File: config.mk
export PLATFORM = sky130hd
export DESIGN_NAME = axis_operand_issuer_flat
export DESIGN_NICKNAME = d
export VERILOG_FILES = /design/src/rtl/axis_operand_issuer_if.sv /design/src/rtl/axis_operand_issuer.sv /design/src/flat_wrapper.sv
export SDC_FILE = /design/constraint.sdc
export NUM_CORES = 1
export LEC_CHECK = 0
export BUFFER_PORTS_ARGS = -buffer_cell sky130_fd_sc_hd__buf_2
export CAP_MARGIN = 15
export CORE_MARGIN = 2
export CORE_UTILIZATION = 40
export CTS_CLUSTER_DIAMETER = 150
export DETAILED_ROUTE_END_ITERATION = 8
export MAX_ROUTING_LAYER = met4
export PLACE_DENSITY = 0.63
export REMOVE_ABC_BUFFERS = 1
export SLEW_MARGIN = 10
export SYNTH_ARGS = -nofsm -noshare
export SYNTH_HDL_FRONTEND = slang
export SYNTH_SLANG_ARGS = --single-unit
File: constraint.sdc
create_clock -name clk_in -period 5.3 [get_ports clk_in]
set_input_delay 0.53 -clock clk_in [delete_from_list [all_inputs] [get_ports clk_in]]
set_output_delay 0.53 -clock clk_in [all_outputs]
set_load 0.01 [all_outputs]
File: src/rtl/axis_operand_issuer_if.sv
// rtl/axis_operand_issuer_if.sv - operand a/b AXI-stream channel bundle
// master drives tvalid/tdata on both channels; slave returns the per-channel tready.
interface axis_operand_issuer_if #(
  parameter int WIDTH = 32
);
  logic             m_axis_a_tvalid;
  logic             m_axis_a_tready;
  logic [WIDTH-1:0] m_axis_a_tdata;
  logic             m_axis_b_tvalid;
  logic             m_axis_b_tready;
  logic [WIDTH-1:0] m_axis_b_tdata;

  modport master (
    output m_axis_a_tvalid, m_axis_a_tdata, m_axis_b_tvalid, m_axis_b_tdata,
    input  m_axis_a_tready, m_axis_b_tready
  );

  modport slave (
    input  m_axis_a_tvalid, m_axis_a_tdata, m_axis_b_tvalid, m_axis_b_tdata,
    output m_axis_a_tready, m_axis_b_tready
  );
endinterface

File: src/rtl/axis_operand_issuer.sv
// rtl/axis_operand_issuer.sv - operand-pair FIFO feeding independent a/b AXI-stream channels
// Optional AXIS_ISSUE_COUNT_EN adds issued_count_out, a wrapping count of retired pairs.
module axis_operand_issuer #(
  parameter int WIDTH = 32,
  parameter int DEPTH = 8
) (
  input  logic                     clk_in,
  input  logic                     rst_in_n,
  input  logic                     push_in,
  input  logic [WIDTH-1:0]         a_in,
  input  logic [WIDTH-1:0]         b_in,
  input  logic                     flush_in,
  output logic                     full_out,
  output logic                     empty_out,
  output logic [$clog2(DEPTH):0]   level_out,
  output logic                     drop_out,
  axis_operand_issuer_if.master    m_axis
`ifdef AXIS_ISSUE_COUNT_EN
  ,
  output logic [31:0]              issued_count_out
`endif
);

  localparam int AW = $clog2(DEPTH);
  localparam int LW = AW + 1;

  typedef enum logic [1:0] {
    ST_IDLE   = 2'd0,
    ST_A_SENT = 2'd1,
    ST_B_SENT = 2'd2
  } pair_state_t;

  logic [WIDTH-1:0] r_mem_a [DEPTH];
  logic [WIDTH-1:0] r_mem_b [DEPTH];
  logic [AW-1:0]    r_wr_ptr;
  logic [AW-1:0]    r_rd_ptr;
  logic [LW-1:0]    r_level;
  logic             r_drop;
  pair_state_t      r_state;
  pair_state_t      w_state_nxt;

  logic w_empty;
  logic w_full;
  logic w_push_ok;
  logic w_a_tvalid;
  logic w_b_tvalid;
  logic w_hs_a;
  logic w_hs_b;
  logic w_retire;

  assign w_empty   = (r_level == '0);
  assign w_full    = (r_level == LW'(DEPTH));
  // Fullness uses the pre-edge level, so a push while full is dropped even if the head retires.
  assign w_push_ok = push_in && !w_full;

  always_comb begin
    w_state_nxt = r_state;
    w_a_tvalid  = 1'b0;
    w_b_tvalid  = 1'b0;
    if (!w_empty) begin
      w_a_tvalid = (r_state != ST_A_SENT);
      w_b_tvalid = (r_state != ST_B_SENT);
    end
    w_hs_a   = w_a_tvalid && m_axis.m_axis_a_tready;
    w_hs_b   = w_b_tvalid && m_axis.m_axis_b_tready;
    w_retire = ((r_state == ST_A_SENT) || w_hs_a) && ((r_state == ST_B_SENT) || w_hs_b);
    if (flush_in || w_retire) begin
      w_state_nxt = ST_IDLE;
    end else if (w_hs_a) begin
      w_state_nxt = ST_A_SENT;
    end else if (w_hs_b) begin
      w_state_nxt = ST_B_SENT;
    end
  end

  always_ff @(posedge clk_in or negedge rst_in_n) begin
    if (!rst_in_n) begin
      r_state <= ST_IDLE;
    end else begin
      r_state <= w_state_nxt;
    end
  end

  always_ff @(posedge clk_in or negedge rst_in_n) begin
    if (!rst_in_n) begin
      r_wr_ptr <= '0;
      r_rd_ptr <= '0;
      r_level  <= '0;
      r_drop   <= 1'b0;
    end else if (flush_in) begin
      r_wr_ptr <= '0;
      r_rd_ptr <= '0;
      r_level  <= '0;
      r_drop   <= 1'b0;
    end else begin
      r_drop <= push_in && w_full;
      if (w_push_ok) begin
        r_wr_ptr <= r_wr_ptr + AW'(1);
      end
      if (w_retire) begin
        r_rd_ptr <= r_rd_ptr + AW'(1);
      end
      case ({w_push_ok, w_retire})
        2'b10:   r_level <= r_level + LW'(1);
        2'b01:   r_level <= r_level - LW'(1);
        default: r_level <= r_level;
      endcase
    end
  end

  // Payload storage carries no reset; the level counter alone says which entries are live.
  always_ff @(posedge clk_in) begin
    if (w_push_ok) begin
      r_mem_a[r_wr_ptr] <= a_in;
      r_mem_b[r_wr_ptr] <= b_in;
    end
  end

`ifdef AXIS_ISSUE_COUNT_EN
  logic [31:0] r_issued_count;

  always_ff @(posedge clk_in or negedge rst_in_n) begin
    if (!rst_in_n) begin
      r_issued_count <= '0;
    end else if (flush_in) begin
      r_issued_count <= '0;
    end else if (w_retire) begin
      r_issued_count <= r_issued_count + 32'd1;
    end
  end

  assign issued_count_out = r_issued_count;
`endif

  assign m_axis.m_axis_a_tvalid = w_a_tvalid;
  assign m_axis.m_axis_b_tvalid = w_b_tvalid;
  assign m_axis.m_axis_a_tdata  = r_mem_a[r_rd_ptr];
  assign m_axis.m_axis_b_tdata  = r_mem_b[r_rd_ptr];

  assign full_out  = w_full;
  assign empty_out = w_empty;
  assign level_out = r_level;
  assign drop_out  = r_drop;

endmodule

File: src/flat_wrapper.sv
// flat-port wrapper written by rule: the top's interface ports become plain ports
module axis_operand_issuer_flat 
#(
  parameter int WIDTH = 32,
  parameter int DEPTH = 8
)
  (clk_in, rst_in_n, push_in, a_in, b_in, flush_in, full_out, empty_out, level_out, drop_out, m_axis_m_axis_a_tvalid, m_axis_m_axis_a_tdata, m_axis_m_axis_b_tvalid, m_axis_m_axis_b_tdata, m_axis_m_axis_a_tready, m_axis_m_axis_b_tready);
  axis_operand_issuer_if #(.WIDTH(WIDTH)) m_axis_i ();
  input  logic clk_in;
  input  logic rst_in_n;
  input  logic push_in;
  input  logic [WIDTH-1:0] a_in;
  input  logic [WIDTH-1:0] b_in;
  input  logic flush_in;
  output logic full_out;
  output logic empty_out;
  output logic [$clog2(DEPTH):0] level_out;
  output logic drop_out;
  output wire logic [$bits(m_axis_i.m_axis_a_tvalid)-1:0] m_axis_m_axis_a_tvalid;
  output wire logic [$bits(m_axis_i.m_axis_a_tdata)-1:0] m_axis_m_axis_a_tdata;
  output wire logic [$bits(m_axis_i.m_axis_b_tvalid)-1:0] m_axis_m_axis_b_tvalid;
  output wire logic [$bits(m_axis_i.m_axis_b_tdata)-1:0] m_axis_m_axis_b_tdata;
  input wire logic [$bits(m_axis_i.m_axis_a_tready)-1:0] m_axis_m_axis_a_tready;
  input wire logic [$bits(m_axis_i.m_axis_b_tready)-1:0] m_axis_m_axis_b_tready;
  assign m_axis_m_axis_a_tvalid = m_axis_i.m_axis_a_tvalid;
  assign m_axis_m_axis_a_tdata = m_axis_i.m_axis_a_tdata;
  assign m_axis_m_axis_b_tvalid = m_axis_i.m_axis_b_tvalid;
  assign m_axis_m_axis_b_tdata = m_axis_i.m_axis_b_tdata;
  assign m_axis_i.m_axis_a_tready = m_axis_m_axis_a_tready;
  assign m_axis_i.m_axis_b_tready = m_axis_m_axis_b_tready;
  axis_operand_issuer #(.WIDTH(WIDTH), .DEPTH(DEPTH)) u_core (.clk_in(clk_in), .rst_in_n(rst_in_n), .push_in(push_in), .a_in(a_in), .b_in(b_in), .flush_in(flush_in), .full_out(full_out), .empty_out(empty_out), .level_out(level_out), .drop_out(drop_out), .m_axis(m_axis_i));
endmodule
; Yosys cells after proc, flatten, opt, wreduce, memory -nomap -nowiden
; Memory sizes are Yosys's and may differ from the RTL's.
; Cells that the tools add are included.
[totals]
ff_bits = 13
ram_bits = 512
inputBits = 70
output_inout_bits = 73
n_memories = 2
[classes]
addsub = 4
eq_ne = 7
n_mux = 14
reduce_logical = 14
[mem_list]
columns = memory, words, word_bits, rd, rd_clocked_by_memory_dff, wr, line
row1 = u_core.r_mem_a, 8, 32, 1, 0, 1, axis_operand_issuer.sv:33  ; logic [WIDTH-1:0] r_mem_a [DEPTH];
row2 = u_core.r_mem_b, 8, 32, 1, 0, 1, axis_operand_issuer.sv:34  ; logic [WIDTH-1:0] r_mem_b [DEPTH];
[ops]
columns = cell, n
row1 = $mux W3, 4
row2 = $pmux W4 S2, 1
row3 = $add A3 B1 Y3 const B, 2
row4 = $mux W2, 3
row5 = $reduce_bool A3 Y1, 2
row6 = $logic_and A1 B1 Y1, 5
row7 = $mux W1, 5
row8 = $add A4 B1 Y4 const B, 1
row9 = $eq A2 B1 Y1 const B, 2
row10 = $eq A2 B2 Y1 const B, 2
row11 = $eq A4 B4 Y1 const B, 1
row12 = $logic_not A4 Y1, 1
row13 = $mux W4, 1
row14 = $reduce_bool A2 Y1, 2
row15 = $sub A4 B1 Y4 const B, 1
row16 = $logic_or A1 B1 Y1, 3
row17 = $ne A2 B1 Y1 const B, 1
row18 = $ne A2 B2 Y1 const B, 1
row19 = $logic_not A1 Y1, 1

; Longest topological paths before layout
[logic_depth]
ltp_word = 8
mapped_depth = 10
mapped_depth_nobuf = 10

; Least setup slack after synthesis
; No wires, ideal clock.
[synth_path]
path_type = reg-to-reg
startpoint = register u_core.r_level[1], in the netlist u_core.level_out[1]
endpoint = memory u_core.r_mem_a[0][0], enable pin
t_arrival_ns = 5.327
required_time_ns = 4.735
slack_ns = -0.592
stages_incl_launch_ff = 5
n_path_buf = 0
cell_sequence = dfrtp_1 > or4b_4 > and2_1 > nand2b_1 > nor3_1
[synth_via]
elab_chain_cells = 5
[synth_rtl]
columns = element, line
row1 = from (decl), axis_operand_issuer.sv:37  ; logic [LW-1:0] r_level;
row2 = from (signal assigned), axis_operand_issuer.sv:104  ; 2'b10: r_level <= r_level + LW'(1);
row3 = from (signal assigned), axis_operand_issuer.sv:105  ; 2'b01: r_level <= r_level - LW'(1);
row4 = from (signal assigned), axis_operand_issuer.sv:106  ; default: r_level <= r_level;
row5 = $eq A4 B4 Y1, axis_operand_issuer.sv:52  ; assign w_full = (r_level == LW'(DEPTH));
row6 = $logic_not A1 Y1, axis_operand_issuer.sv:54  ; assign w_push_ok = push_in && !w_full;
row7 = $logic_and A1 B1 Y1, axis_operand_issuer.sv:54
row8 = $mux W1, axis_operand_issuer.sv:113  ; if (w_push_ok) begin
row9 = $mux W1 (not written as such), axis_operand_issuer.sv:114  ; r_mem_a[r_wr_ptr] <= a_in;
row10 = to (decl), axis_operand_issuer.sv:33
; Every way passes these cells.

; Final worst setup path
[layout_path]
startpoint = register u_core.r_rd_ptr[0]
endpoint = output m_axis_m_axis_b_tdata[5]
[layout_via]
elab_chain_cells = 1
[layout_rtl]
columns = element, line
row1 = from (decl), axis_operand_issuer.sv:36  ; logic [AW-1:0] r_rd_ptr;
row2 = from (signal assigned), axis_operand_issuer.sv:101  ; r_rd_ptr <= r_rd_ptr + AW'(1);
row3 = $mem_v2 Z8 W32, n/a
row4 = to (decl), flat_wrapper.sv:22  ; output wire logic [$bits(m_axis_i.m_axis_b_tdata)-1:0] m_axis_m_axis_b_tdata;
; Every way passes these cells.

==> summary.txt <==
Status
  • Result of the run: finished, final reports clean

Synth
  • Leading register cell type out of synthesis: edfxtp_1
  • Post-Syn Instances: 835
  • Post-synth cell types: 40
  • Seq/Total Area, Yosys: 0.785
  • Cell area after synthesis: 20,000 µm²
  • Ys async rst share: 0.0248
  • Post-Synthesis Mean Instance Area: 23.9 µm²
  • Flip-flop and latch count after synthesis: 525
  • Warning count from the yosys run: 0
  • Number of flops mapped to enable cells by yosys: 512

Power and ir drop
  • Cell Pwr Density: 450 nW/µm²
  • Pleak: 7.43 nW
  • Peak VDD IR: 0.261 mV
  • Final total power: 10.5 mW

Hold path
  • Worst min-delay path startpoint: m_axis_m_axis_a_tready
  • Worst hold path depth: 2
  • Hold crit path type: input pin to flop
  • End point of the worst hold path: u_core.r_state[1]

Drt
  • DR WL/cell: 23.3 µm
  • Total wire length: 40,300 µm
  • Antenna violation net count after detailed routing: 0
  • Residual DRC: 0
  • Via count: 9,004
  • DRC marker count from the first detailed-route iteration: 779
  • Router iterations before antenna repair: 5
  • Vias per inst: 5.21

STA
  • Post-route setup TNS: 0 ns
  • Worst Clk Skew: 0.0185 ns
  • Fmax: 268 MHz
  • Worst Max-Slew Pin Slew: 1.09 ns
  • Count of pins over their slew limit: 0
  • Time the worst path needs with I/O delays and setup: 3.73 ns
  • Final Hold Violating Endpoints: 0
  • Final clock period utilization by the worst path: 0.704
  • Setup-failing EPs final: 0
  • Setup repair after global routing missed its margin: false
  • Relative slew slack: 0.276

Cells and area
  • Area growth from synthesis to layout: 16.7%
  • Post-layout net count: 1,091
  • Fill cell count: 3,992
  • Final core area utilization: 0.475
  • Share of layout cells above drive strength 1: 0.422

Worst setup path
  • Worst Path Buf+Inv: 2
  • Required time worst endpoint: 4.77 ns
  • Top cell family by delay on the critical path: flip-flops
  • Crit end category: output pin
  • Critical path origin: u_core.r_rd_ptr[0]
  • Delay contributed by the slowest stage of the critical path: 1.08 ns
  • Largest fanout on the critical path: 50
  • Cell-by-cell listing of the critical path: buf_4, mux4_2, mux2_2, buf_2
  • Crit-path slowest cell: dfrtp_4
  • Sort of element at the start of the critical path: flop
  • RR Startpoint: u_core.level_out[1]
  • Reg2reg path depth: 6
  • Reg-to-reg setup timing slack: 2.40 ns
  • Crit path arrival time: 3.20 ns
  • Classification of the worst setup path: flop to output pin
  • Endpoint of the worst register-to-register path: u_core.r_mem_a[0][10]

Die
  • DIE WIDTH: 228 µm
  • Area of the core region: 49,200 µm²
  • Full die area: 51,800 µm²
  • Effective utilization at floorplan: 0.407
  • Top Ports: 143
  • Vertical extent of the die: 228 µm
  • Placement row count: 81

Place
  • Detailed placer's ending HPWL: 22,000 µm
  • Count of input and output buffers: 142
  • Routability cong.: 0.711

CTS
  • Buffer levels on the longest clock path: 3
  • Clk Latency, worst-skew pair: 0.59 ns
  • Post_cts resized: 0
  • Buffer type at the clock tree root: clkbuf_16
  • # clock sinks: 525
  • Number of H-tree levels: 2
  • TritonCTS clock tree: done
  • Number of buffers inserted during clock tree synthesis: 52
  • Clock-pin slew on the worst setup and hold paths: 0.06 ns

Job
  • Max Cap Viol: 0

Global route
  • Antenna violations before repair: 7
  • Vias in the first global route: 9,673
  • Maximum number of pins on one net before global-route repair: 73
  • Global-route usage over all layers: 0.165
  • GR Overflow Total: 0
  • First-pass GRT wire length: 60,000 µm
==> layout make-up <==
| cell class | count | area (µm²) | area share |
|---|---|---|---|
| sequential | 525 | 15700 | 0.673 |
| multi-input combinational | 268 | 4170 | 0.179 |
| clock buffer | 60 | 1350 | 0.0580 |
| timing repair buffer | 165 | 948 | 0.0407 |
| tap | 664 | 831 | 0.0356 |
| clock inverter | 35 | 280 | 0.0120 |
| inverter | 5 | 18.8 | 0.000804 |
| antenna | 7 | 17.5 | 0.000751 |
==> sequential cells by signal, summed over array words and instances (netlist names) <==
register	flops
u_core.r_mem_a	256
u_core.r_mem_b	256
u_core.level_out	4
u_core.r_rd_ptr	3
u_core.r_wr_ptr	3
u_core.r_state	2
u_core.drop_out	1
==> layer usage <==
| layer | routed length [µm] | global-route usage | part of all wire |
|---|---|---|---|
| met2 | 19000 | 0.250 | 0.47 |
| met1 | 18100 | 0.223 | 0.45 |
| met5 | 0 | - | 0 |
| met4 | 527 | 0.0401 | 0.013 |
| met3 | 2610 | 0.0457 | 0.065 |
==> placed cells by master (no fill, tap or decap), types with 3 or more instances in the layout <==
cell,n
a21oi_1,7
buf_12,5
buf_2,142
buf_4,17
bufinv_16,4
clkbuf_1,7
clkbuf_16,53
clkinv_1,14
clkinv_2,10
clkinvlp_4,3
dfrtp_1,10
dfrtp_4,3
diode_2,7
edfxtp_1,512
ha_1,4
inv_1,5
mux2_2,64
mux4_2,128
nand2_1,6
nand2b_1,3
nand3_1,3
nor2_1,7
nor2_4,6
nor2b_1,5
nor3_1,3
==> where the power goes <==
| group | switching [mW] | total, mW | internal (mW) | leakage, nW |
|---|---|---|---|---|
| logic | 0.941 | 2.03 | 1.09 | 1.81 |
| clock network | 1.49 | 3.51 | 2.02 | 0.797 |
| registers | 0.194 | 4.95 | 4.76 | 4.82 |
| total | 2.63 | 10.5 | 7.86 | 7.43 |
==> per-stage QoR <==
step                hold slack, ns  cells  instance area (µm²)  worst slack [ns]
floorplan                    0.234    798                19800             -1.16
global route                 0.177   1728                23300              1.30
detailed placement           0.444   1626                21700              2.09
CTS                          0.154   1722                23300              1.44
global placement             0.438   1625                21600              2.08
finish                       0.191   1729                23300              1.57
==> cell usage after synthesis, types with 3 or more instances <==
cell type  number  area share
edfxtp_1      512        0.77
mux4_2        128        0.14
mux2_2         64       0.036
clkbuf_1       19      0.0036
buf_2          13      0.0033
dfrtp_1        13       0.016
nor2_1         13      0.0024
a21oi_1         7      0.0018
nand2_1         6      0.0011
buf_1           5     0.00094
inv_1           5     0.00094
nor2b_1         5      0.0016
nor3_1          5      0.0013
ha_1            4      0.0025
nand2b_1        3     0.00094
nand3_1         3     0.00075
==> worst max-delay path by stage <==
stage	cells past startpoint	to	slack [ns]
after floorplan	2	m_axis_m_axis_a_tdata[0]	-1.16
after global placement	4	m_axis_m_axis_b_tdata[5]	2.08
after detailed placement	4	m_axis_m_axis_b_tdata[5]	2.09
after CTS	4	m_axis_m_axis_b_tdata[5]	1.44
after global routing	4	m_axis_m_axis_b_tdata[5]	1.30
final	4	m_axis_m_axis_b_tdata[5]	1.57
==> what timing repair did <==
item / 4_1_cts / 5_1_grt
hold buffers: 1 / 0
setup buffers: 0 / 0
endpoints found under the hold margin: 13 / 0
==> cells by family (layout without fill, tap and decap cells) <==
group / count (synthesis) / count (layout) / synth area share
compound gates: 22 / 22 / 0.00789
xor+xnor: 4 / 4 / 0.00175
fa+ha+maj: 4 / 4 / 0.00250
buf+inv: 42 / 265 / 0.00870
flops: 525 / 525 / 0.785
mux: 194 / 194 / 0.181
other cells: 0 / 7 / 0
simple gates: 44 / 44 / 0.0124
No activity file was read; power rests on OpenSTA's default activity.
